### src/rtl/przesuniecie_sekw.sv
// Multi-cycle arithmetic shifter: up to STEP bit positions per clock.
// Build option: PRZESUNIECIE_SAT_EN saturates left-shift overflow results.
module przesuniecie_sekw #(
    parameter int BITS = 32,
    parameter int STEP = 4
) (
    input  logic            i_clk,
    input  logic            i_rst,
    input  logic            i_start,
    input  logic            i_mode,
    input  logic [BITS-1:0] i_arg_A,
    input  logic [BITS-1:0] i_arg_B,
    output logic            o_busy,
    output logic            o_done,
    output logic [BITS-1:0] o_result,
    output logic            o_error,
    output logic            o_overflow
);

    typedef enum logic [1:0] {IDLE, BUSY, DONE} state_t;

    state_t          state_q;
    logic [BITS-1:0] work_q;
    logic [BITS-1:0] rem_q;
    logic            mode_q;
    logic            sign_q;
    logic            err_q;
    logic            ovf_q;

    logic [BITS-1:0] step_d;
    logic [BITS-1:0] work_d;
    logic [BITS-1:0] rem_d;
    logic [BITS-1:0] res_d;
    logic            ovf_d;
    logic            bad_b;

    assign bad_b = i_arg_B[BITS-1] || (i_arg_B >= BITS'(BITS));

    // One shift step; overflow if any bit leaving or landing in the MSB differs from the original sign
    always_comb begin
        step_d = (rem_q > BITS'(STEP)) ? BITS'(STEP) : rem_q;
        rem_d  = rem_q - step_d;
        if (mode_q) begin
            work_d = $signed(work_q) >>> step_d;
        end else begin
            work_d = work_q << step_d;
        end
        ovf_d = ovf_q;
        for (int i = 0; i < BITS; i++) begin
            if (!mode_q && (BITS'(i) <= step_d) && (work_q[BITS-1-i] != sign_q)) begin
                ovf_d = 1'b1;
            end
        end
        res_d = work_d;
`ifdef PRZESUNIECIE_SAT_EN
        if (!mode_q && ovf_d) begin
            res_d = sign_q ? {1'b1, {(BITS-1){1'b0}}} : {1'b0, {(BITS-1){1'b1}}};
        end
`endif
    end

    // Control FSM with registered outputs
    always_ff @(posedge i_clk or posedge i_rst) begin
        if (i_rst) begin
            state_q    <= IDLE;
            work_q     <= '0;
            rem_q      <= '0;
            mode_q     <= 1'b0;
            sign_q     <= 1'b0;
            err_q      <= 1'b0;
            ovf_q      <= 1'b0;
            o_busy     <= 1'b0;
            o_done     <= 1'b0;
            o_result   <= '0;
            o_error    <= 1'b0;
            o_overflow <= 1'b0;
        end else begin
            case (state_q)
                IDLE: begin
                    o_done <= 1'b0;
                    if (i_start) begin
                        work_q     <= i_arg_A;
                        rem_q      <= i_arg_B;
                        mode_q     <= i_mode;
                        sign_q     <= i_arg_A[BITS-1];
                        err_q      <= bad_b;
                        ovf_q      <= 1'b0;
                        o_error    <= 1'b0;
                        o_overflow <= 1'b0;
                        o_busy     <= 1'b1;
                        state_q    <= BUSY;
                    end
                end
                BUSY: begin
                    if (err_q) begin
                        rem_q      <= '0;
                        o_result   <= '0;
                        o_error    <= 1'b1;
                        o_overflow <= 1'b0;
                        o_busy     <= 1'b0;
                        o_done     <= 1'b1;
                        state_q    <= DONE;
                    end else begin
                        work_q <= work_d;
                        rem_q  <= rem_d;
                        ovf_q  <= ovf_d;
                        if (rem_d == '0) begin
                            o_result   <= res_d;
                            o_overflow <= ovf_d;
                            o_busy     <= 1'b0;
                            o_done     <= 1'b1;
                            state_q    <= DONE;
                        end
                    end
                end
                DONE: begin
                    o_done  <= 1'b0;
                    state_q <= IDLE;
                end
                default: begin
                    state_q <= IDLE;
                end
            endcase
        end
    end

endmodule

### config.mk
export PLATFORM = sky130hd
export DESIGN_NAME = przesuniecie_sekw
export DESIGN_NICKNAME = d
export VERILOG_FILES = /design/src/rtl/przesuniecie_sekw.sv
export SDC_FILE = /design/constraint.sdc
export NUM_CORES = 1
export LEC_CHECK = 0
export BUFFER_PORTS_ARGS = -buffer_cell sky130_fd_sc_hd__buf_2
export CORE_MARGIN = 4
export CORE_UTILIZATION = 35
export CTS_CLUSTER_SIZE = 20
export DETAILED_ROUTE_END_ITERATION = 10
export PLACE_DENSITY = 0.52
export SYNTH_ARGS = -nofsm -noshare
export SYNTH_HDL_FRONTEND = slang
export SYNTH_SLANG_ARGS = --single-unit
### constraint.sdc
create_clock -name i_clk -period 4.6 [get_ports i_clk]
set_clock_uncertainty 0.2 [all_clocks]
set_input_delay 0.46 -clock i_clk [delete_from_list [all_inputs] [get_ports i_clk]]
set_output_delay 0.46 -clock i_clk [all_outputs]
set_load 0.01 [all_outputs]
* After elaboration in Yosys (flattened, before gate mapping)
Index checks and enable logic that the tools add are counted.
** Storage, ports and cells
- Register bits :: 106
** Cells by class
- Shift-type cells :: 2
- Reductions and logical operators :: 80
- Magnitude comparators :: 34
- Add/subtract/negate cells :: 1
- Multiplexer cells :: 61
- Equality and inequality tests :: 38
** Operator list (number)
- $le 5x32->1 const A :: 16
- $le 4x32->1 const A :: 8
- $mux 32 :: 8
- $le 3x32->1 const A :: 4
- $pmux 32 s2 :: 2
- $le 1x32->1 const A :: 2
- $le 2x32->1 const A :: 2
- $logic_and 1x1->1 :: 64
- $mux 1 :: 42
- $ge 32x6->1 const B :: 1
- $gt 32x3->1 const B :: 1
- $logic_not 32->1 :: 1
- $ne 1x1->1 :: 32
- $shl 32x32->32 :: 1
- $sshr 32x32->32 :: 1
- $sub 32x32->32 :: 1
- $pmux 1 s2 :: 5
- $reduce_and 2->1 :: 5
- $reduce_and 3->1 :: 3
- $mux 2 :: 3
- $ne 2x2->1 const B :: 3
- $reduce_bool 2->1 :: 3
- $pmux 2 s2 :: 1
- $ne 3x3->1 const B :: 1
- 6 further kinds :: 6

* Longest topological paths before layout
Gate-level depths: netlist of run 1.
- Depth in word-level cells :: 40
- Mapped depth :: 18
- Depth with buffers taken out :: 13

* Worst setup path after synthesis of run 1
OpenSTA, ideal clock, no wires.
- Path kind :: register to register
- From :: register rem_q[1]
- To :: register o_result[5]
- Path slack :: 0.340 ns
- Period minus slack after synthesis :: 4.260 ns
- Data arrival time :: 3.978 ns
- Required time :: 4.319 ns
- Stages on the path, launching flop included :: 17
- Setup time :: 0.081 ns
- Buffers on the path :: 6
- Cells stage by stage :: dfrtp_1 > clkbuf_1 > clkbuf_1 > clkbuf_1 > clkbuf_1 > nand2_1 > ha_1 > o21ai_0 > nand4b_1 > or4_1 > xor2_1 > and3b_1 > and4_1 > o21a_1 > buf_6 > buf_8 > o22ai_2
** Between the ends
- Cells in the longest elaborated chain, start to end :: 6
** Ends and longest elaborated chain
- start: declaration :: RTL line 24 : logic [BITS-1:0] rem_q;
- start signal: assignment :: RTL line 83 : rem_q <= i_arg_B;
- start signal: assignment :: RTL line 105 : rem_q <= rem_d;
- $gt 32x3->1 :: RTL line 41 : step_d = (rem_q > BITS'(STEP)) ? BITS'(STEP) : rem_q;
- $mux 32 :: RTL line 41
- $sub 32x32->32 (tied with other cells) :: RTL line 42 : rem_d = rem_q - step_d;
- $logic_not 32->1 or $mux 32 (tied branches) :: RTL line 107, 43
- $reduce_bool 2->1 (no line) or $mux 32 (tied branches)
- $reduce_and 2->1 (no line) or $mux 32 (tied branches)
- end signal: assignment :: RTL line 108 : o_result <= res_d;
- end: declaration :: RTL line 15 : output logic [BITS-1:0] o_result,
Several ways; a longest one is shown, not always the timed one. The select of a mux whose other input is x is not followed.
A chain may end at the register's enable or synchronous reset.

* Worst setup path in the final report of run 1
- From :: register rem_q[10]
- To :: register o_result[20]
The elaborated chain is that of the path after synthesis.

==> results of run 1 <==
==> flip-flops by register name, summed over array words and instances, names as in the netlist, 2 cells and up <==
name and count:
o_result 32, work_q 32, state_q 2, rem_q 32
==> synth_stat cells, drive strengths merged, types with 6 or more instances <==
cell type,instances,share of area (%)
a21o,7,0.64
a311oi,6,0.64
a221o,11,1.3
mux2,12,1.6
o311ai,6,0.64
buf,27,2.2
nor2,66,3.0
dfrtp,106,32
o21ai,100,6.1
nand3,22,1.3
nor4,30,3.5
o211ai,16,1.5
and3,36,2.7
nand4,12,0.91
nand2,106,4.8
o31ai,11,1.0
clkbuf,74,3.4
inv,47,2.1
or3,9,0.68
mux2i,35,4.2
a31oi,8,0.61
a211oi,14,1.3
a221oi,7,0.74
a22o,6,0.64
nor3,26,1.6
o22ai,52,6.1
or4,10,1.1
a22oi,13,1.2
a21oi,83,5.0
==> layout make-up <==
type | count | area [sq um] | area share [%]
clock inverters | 2 | 12.5 | 0.135
repair buffers | 138 | 795 | 8.56
clock buffers | 14 | 254 | 2.74
multi-input cells | 775 | 4990 | 53.8
well taps | 313 | 392 | 4.22
flip-flops and latches | 106 | 2660 | 28.6
inverters | 47 | 179 | 1.93
==> power by group <==
group          internal (W)  total, W  switching (W)  leakage [nW]
logic              0.000283  0.000808       0.000525          2.68
clock network      0.000384  0.000752       0.000368         0.127
registers           0.00100   0.00111       0.000105          1.07
total               0.00167   0.00266       0.000998          3.88
==> through the flow <==
stage               worst slack (ps)  cell area, sq um  hold WS, ps  total power, W  util, %
finish                           296              9280          111         0.00266     40.5
global route                   0.262              9280          148         0.00280     40.5
CTS                              270              9270          123         0.00266     40.5
detailed placement               318              9010          277         0.00191     39.3
global placement                 454              9010          284         0.00192     39.3
floorplan                        340              8270          280         0.00165        -
==> per-layer routing <==
layer	vias up	track usage (%)	routed length, um
li1	3962	-	-
met1	4168	36.8	15200
met2	382	34.5	13400
met3	26	3.48	2240
met4	0	5.57	465
met5	-	0	0
==> what timing repair did <==
action	CTS	global route
gates resized for setup	0	1
setup endpoints to repair	0	19
setup buffers	0	0
==> cells in the final DEF (no fill, tap or decap), types with 7 or more instances in the layout <==
cell       count
a211oi_1      13
a21o_1         7
a21oi_1       83
a221o_1       11
a221oi_1       7
a22oi_1       13
a31oi_1        8
and3_1        36
buf_2        103
buf_4         33
clkbuf_16      9
dfrtp_1      104
inv_1         46
mux2_2        12
mux2i_1       35
nand2_1      106
nand3_1       22
nand4_1       12
nor2_1        65
nor3_1        25
nor4_1        18
nor4_2         9
o211ai_1      16
o21ai_0       94
o22ai_1       23
o22ai_2       29
o31ai_1       11
or3_1          9
==> worst paths after layout <==
path                                  startpoint  slack [ps]                       end
hold / removal                             i_rst         110     rem_q[30]$_DFFE_PP0P_
setup reg to reg           rem_q[10]$_DFFE_PP0P_         300  o_result[20]$_DFFE_PP0P_
min in group i_clk                   i_arg_A[31]         130        sign_q$_DFFE_PP0P_
hold reg to reg               o_done$_DFFE_PP0P_         300        o_done$_DFFE_PP0P_
max in group asynchronous                  i_rst        3080     work_q[4]$_DFFE_PP0P_
setup / recovery           rem_q[10]$_DFFE_PP0P_         300  o_result[20]$_DFFE_PP0P_
==> cells by family after synthesis <==
kind of cell	count (synthesis)	synth area share, %
compound gates	376	31.3
simple gates	342	21.8
buf+inv	148	7.70
flops	106	32.1
mux	48	6.15
xor+xnor	7	0.742
fa+ha+maj	1	0.151
other cells	1	0.0454
==> worst max-delay path, delay by kind of cell (launching register included) <==
| family | cells | cell delay [ps] |
|---|---|---|
| and+or+nand+nor | 7 | 2180 |
| buffers and inverters | 1 | 260 |
| adders and majority gates | 1 | 250 |
| DFF | 1 | 480 |
| xor gates and xnor gates | 1 | 190 |
| AOI/OAI and AO/OA | 4 | 590 |
==> results.md, run 1 <==
* Core area at ~0.023 sq mm
* Largest net degree at the start of global routing at 75
* Mapped Area at approximately 0.0083 sq mm
* Clock Path Buffers at 2
* IO Pins at about 100
* Fin crit share at between 90% and 100%
* TritonCTS Buffers at 9
* Pwr/cell area at about 290 mW/mm^2
* Final ANT Viol Nets at 0
* Crit path DAT at ~4300 ps
* Layout cells sized above 1 at a little over a fifth
* DR vias/cell at 6.12
* DRT iter0 DRCs at about 940
* DIE WIDTH at ~160 um
* GR Overflow Total at 0
* Fin. Hold Viols at 0
* FF-to-FF path depth at 14
* Critical path, cell by cell: or4_4 -> nor4_2 -> nand3_1 -> nand2_1 -> ha_1 -> o21ai_0 -> nand4b_1 -> a211oi_1 -> xor2_1 -> nor4_1 -> and4_1 -> o21a_2 -> buf_4 -> o22ai_1
* RSZ-0062 raised after global routing: false
* CP endpoint kind: flop
* Syn Area/Cell at around 8.0 sq um
* Starting Density at between 30 and 40%
* Post-Syn Nets at about 1100
* Vias in the first global route at between 8000 and 9000
* Antenna cell count at 0
* Max Clk Rate at roughly 230 MHz
* Yosys reg bits at between 100 and 150
* GRT Util Overall at roughly a quarter
* CP Launch Type: flop
* Crit-path max FO at 16
* Number of max-cap violations at 0
* HP Class: input pin to async pin
* Fraction of registers with async set or reset after synthesis at 100%
* Critical Path RT at approximately 4600 ps
* Htree depth at 3
* Crit path max-delay cell type: or4_4
* Fin crit period at ~4300 ps
* Max_slew headroom at ~30%
* Outcome: finished clean
* CTS clock-pin slew for the worst setup and hold paths at approximately 70 ps
* Fillers at between 2000 and 2500
* Hold-fix buffer count after cts at 0
* EDFF count, synth at 0
* Clk sinks at about 110
* Die Area at approximately 0.026 sq mm
* DR pass1 iterations at 5
* Synth Warn # at 0
* Row Count at 55
* GPL Wtd Cong at between 0.9 and 1
* Crit Path Class: flop to flop
* First-pass GRT wire length at a little under 50000 um
* Drt wl/cell at roughly 22 um
* Layout Cells excl Fill at 1395
* PortBufs at 103
* Initial antenna violation count at 0
* Via count at 8538
* Top FF cell, synth: dfrtp_1
* Cells after Synth at approximately 1000
* DP HPWL at about 22000 um
* Final Max Tran Viols at 0
* Final nets at about 1100
* Final WL at 31300 um
* Max VDD drop at approximately 0.00018 V
* Distinct cells, synth at 75
* DRC at 0
* Post-Route Setup TNS at 0 ps
* Max incr delay on CP at approximately 610 ps
* Clock root cell: clkbuf_16
* Leakage power at ~3.9 nW
* Placed Cells at ~1400
* Worst slew pin tran at ~1000 ps
* Final setup fails at 0
* Synth-to-Final Area Change at 12.2%
* Seq/Total Area, Yosys at about a third
* Clk_lat worst skew at between 300 and 400 ps
* Die Ht at 162 um
* CTS tree: yes
No activity file was read; power rests on OpenSTA's default activity.
==> run 2: changes to the inputs <==
--- a/config.mk
+++ b/config.mk
@@ -6,6 +6,7 @@
 export NUM_CORES = 1
 export LEC_CHECK = 0
 export BUFFER_PORTS_ARGS = -buffer_cell sky130_fd_sc_hd__buf_2
+export CORE_ASPECT_RATIO = 0.7
 export CORE_MARGIN = 4
 export CORE_UTILIZATION = 35
 export CTS_CLUSTER_SIZE = 20
==> results.md, run 2 (synthesized netlist as in run 1, its figures left out) <==
* Outcome: finished clean
* Crit path DAT at 4420 ps (+100 ps)
* R2R Path Start: rem_q[12]$_DFFE_PP0P_
* M2 GR Usage at 30.8% (-3.7 points)
* Die Area at 0.0262 sq mm (+0.15%)
* GRT Util Overall at 24.5% (+0.79 points)
* Power, Total at 0.00277 W (+3.9%)
* Drt wl/cell at 22.7 um (+0.92%)
* Critical path, cell by cell: or4_4 -> nor4_4 -> nand3_1 -> nand2_1 -> ha_1 -> nor4_1 -> nand4_1 -> nor3_1 -> o2111ai_1 -> and3b_1 -> and4_1 -> o21a_2 -> buf_4 -> o22ai_1
* Commonest non-fill, non-tap cells in the layout: nand2_1 (106), dfrtp_1 (104), buf_2 (103)
* Clock root cell: clkbuf_16
* DR vias/cell at 6.15 (+0.46%)
* Crit-path max FO at 15 (-1)
* Crit Path Class: flop to flop
* CP Launch Type: flop
* Sw Share at 39.1% (+1.7 points)
* Commonest non-fill, non-tap cell in the layout: nand2_1
* Number of max-cap violations at 0 (unchanged)
* Row Count at 46 (-16%)
* DIE WIDTH at 192 um (+19%)
* Synth-to-Final Area Change at 13.4%
* Switch Pwr at 0.00108 W (+8.5%)
* Core area at 0.0230 sq mm (+0.21%)
* CTS tree: yes
* M3 GR Usage at 6.81% (+3.3 points)
* Comb power frac at 34.2% (+3.9 points)
* Crit path launch: rem_q[12]$_DFFE_PP0P_
* Initial antenna violation count at 0 (unchanged)
* Max Clk Rate at 228 MHz (-2.0%)
* GRT busiest layer: met1
* Htree depth at 3 (unchanged)
* Clk_lat worst skew at 370 ps (about the same)
* DP HPWL at 23200 um (+5.2%)
* Final Max Tran Viols at 0 (unchanged)
* CTS clock-pin slew for the worst setup and hold paths at 80 ps (about the same)
* Worst slew pin tran at 1050 ps (+11.7 ps)
* Crit path max-delay cell type: or4_4
* Via count at 8639 (+1.2%)
* GR Util met1 at 40.6% (+3.7 points)
* Fillers at 2431 (+0.33%)
* Clk sinks at 106 (unchanged)
* Flop pwr share at 39.1% (-2.4 points)
* Final nets at 1157 (+0.96%)
* DR pass1 iterations at 6 (+1)
* P_int at 0.00169 W (+1.2%)
* DRT iter0 DRCs at 902 (-4.4%)
* Pwr/cell area at 295 mW/mm^2 (+2.8%)
* Post-Route Setup TNS at 0 ps (unchanged)
* PortBufs at 103 (unchanged)
* First-pass GRT wire length at 49800 um (+0.47%)
* Final setup fails at 0 (unchanged)
* Critical Path RT at 4620 ps (about the same)
* Final WL at 31800 um (+1.6%)
* Clock Path Buffers at 2 (unchanged)
* Final ANT Viol Nets at 0 (unchanged)
* Fin crit share at 95.5% (+1.9 points)
* TritonCTS Buffers at 9 (unchanged)
* Max incr delay on CP at 620 ps (about the same)
* Largest net degree at the start of global routing at 59 (-21%)
* Vias in the first global route at 8016 (-1.5%)
* Starting Density at 36.0% (-0.077 points)
* Antenna cell count at 0 (unchanged)
* Clock Power Share at 26.8% (-1.4 points)
* Max VDD drop at 0.000176 V (-0.74%)
* Max_slew headroom at 29.9% (-0.78 points)
* Leakage power at 3.94 nW (+1.5%)
* Fin crit period at 4390 ps (+87.9 ps)
* Largest regs: o_result x32, rem_q x32, work_q x32
* DRC at 0 (unchanged)
* RSZ-0062 raised after global routing: false
* IO Pins at 104 (unchanged)
* Layout cells sized above 1 at 22.1% (+1.3 points)
* GR Overflow Total at 0 (unchanged)
* HP Class: input pin to async pin
* CP endpoint kind: flop
* GPL Wtd Cong at 0.952 (+4.0%)
* Fin. Hold Viols at 0 (unchanged)
* Die Ht at 137 um (-16%)
* Post-CTS setup buffers at 0 (unchanged)
==> run 2: cell type report <==
type                            count  area [sq um]  area share [%]
Clock inverter                      6          42.5           0.454
Sequential cell                   106          2660            28.3
Timing Repair Buffer              149           877            9.36
Multi-Input combinational cell    775          5000            53.4
Inverter                           47           179            1.91
Tap cell                          312           390            4.16
Clock buffer                       10           229            2.44
==> run 2: path summary, 6_finish.rpt <==
check / end / slack (ps) / cells after the start
min in group i_clk: sign_q$_DFFE_PP0P_ / 120 / 3
max in group asynchronous: o_result[18]$_DFFE_PP0P_ / 3250 / 3
max reg2reg: o_result[20]$_DFFE_PP0P_ / 210 / 14
min: work_q[0]$_DFFE_PP0P_ / 30 / 2
max: o_result[20]$_DFFE_PP0P_ / 210 / 14
min reg2reg: o_error$_DFFE_PP0P_ / 320 / 1
==> run 2: layer usage <==
| layer | vias to the layer above | routed length [um] | share of wire, % |
|---|---|---|---|
| met2 | 449 | 12000 | 38 |
| met4 | 0 | 252 | 0.79 |
| met3 | 27 | 3120 | 9.8 |
| li1 | 3978 | - | - |
| met1 | 4185 | 16400 | 52 |
| met5 | - | 0 | 0 |
==> run 2: critical path, delay by kind of cell, from the launching register on <==
family          cells  cell delay (ps)
simple gates        9             2580
compound gates      3              470
flops               1              460
fa+ha+maj           1              260
buf+inv             1              260
==> run 2: timing repair <==
item / 4_1_cts / 5_1_grt
gates resized for setup: 0 / 3
hold buffers: 0 / 0
endpoints found under the setup margin: 0 / 35
==> run 2: power groups by stage <==
stage	registers (W)	logic (W)	clock network, W
2_1_floorplan	0.00107	0.000572	0
3_3_place_gp	0.00110	0.000916	0
3_5_place_dp	0.00109	0.000900	0
4_1_cts	0.00108	0.000905	0.000767
5_1_grt	0.00109	0.00102	0.000810
6_report	0.00108	0.000946	0.000742
==> run 2: metrics by stage <==
step	hold slack, ps	util [%]	setup slack [ps]	instances	instance area (sq um)
3_3_place_gp	290	39.6	185	1389	9080
5_1_grt	83.3	40.8	40.0	1405	9380
4_1_cts	44.6	40.7	227	1405	9360
6_report	28.0	40.8	208	1405	9380
3_5_place_dp	292	39.6	254	1389	9080
2_1_floorplan	280	-	340	1029	8270
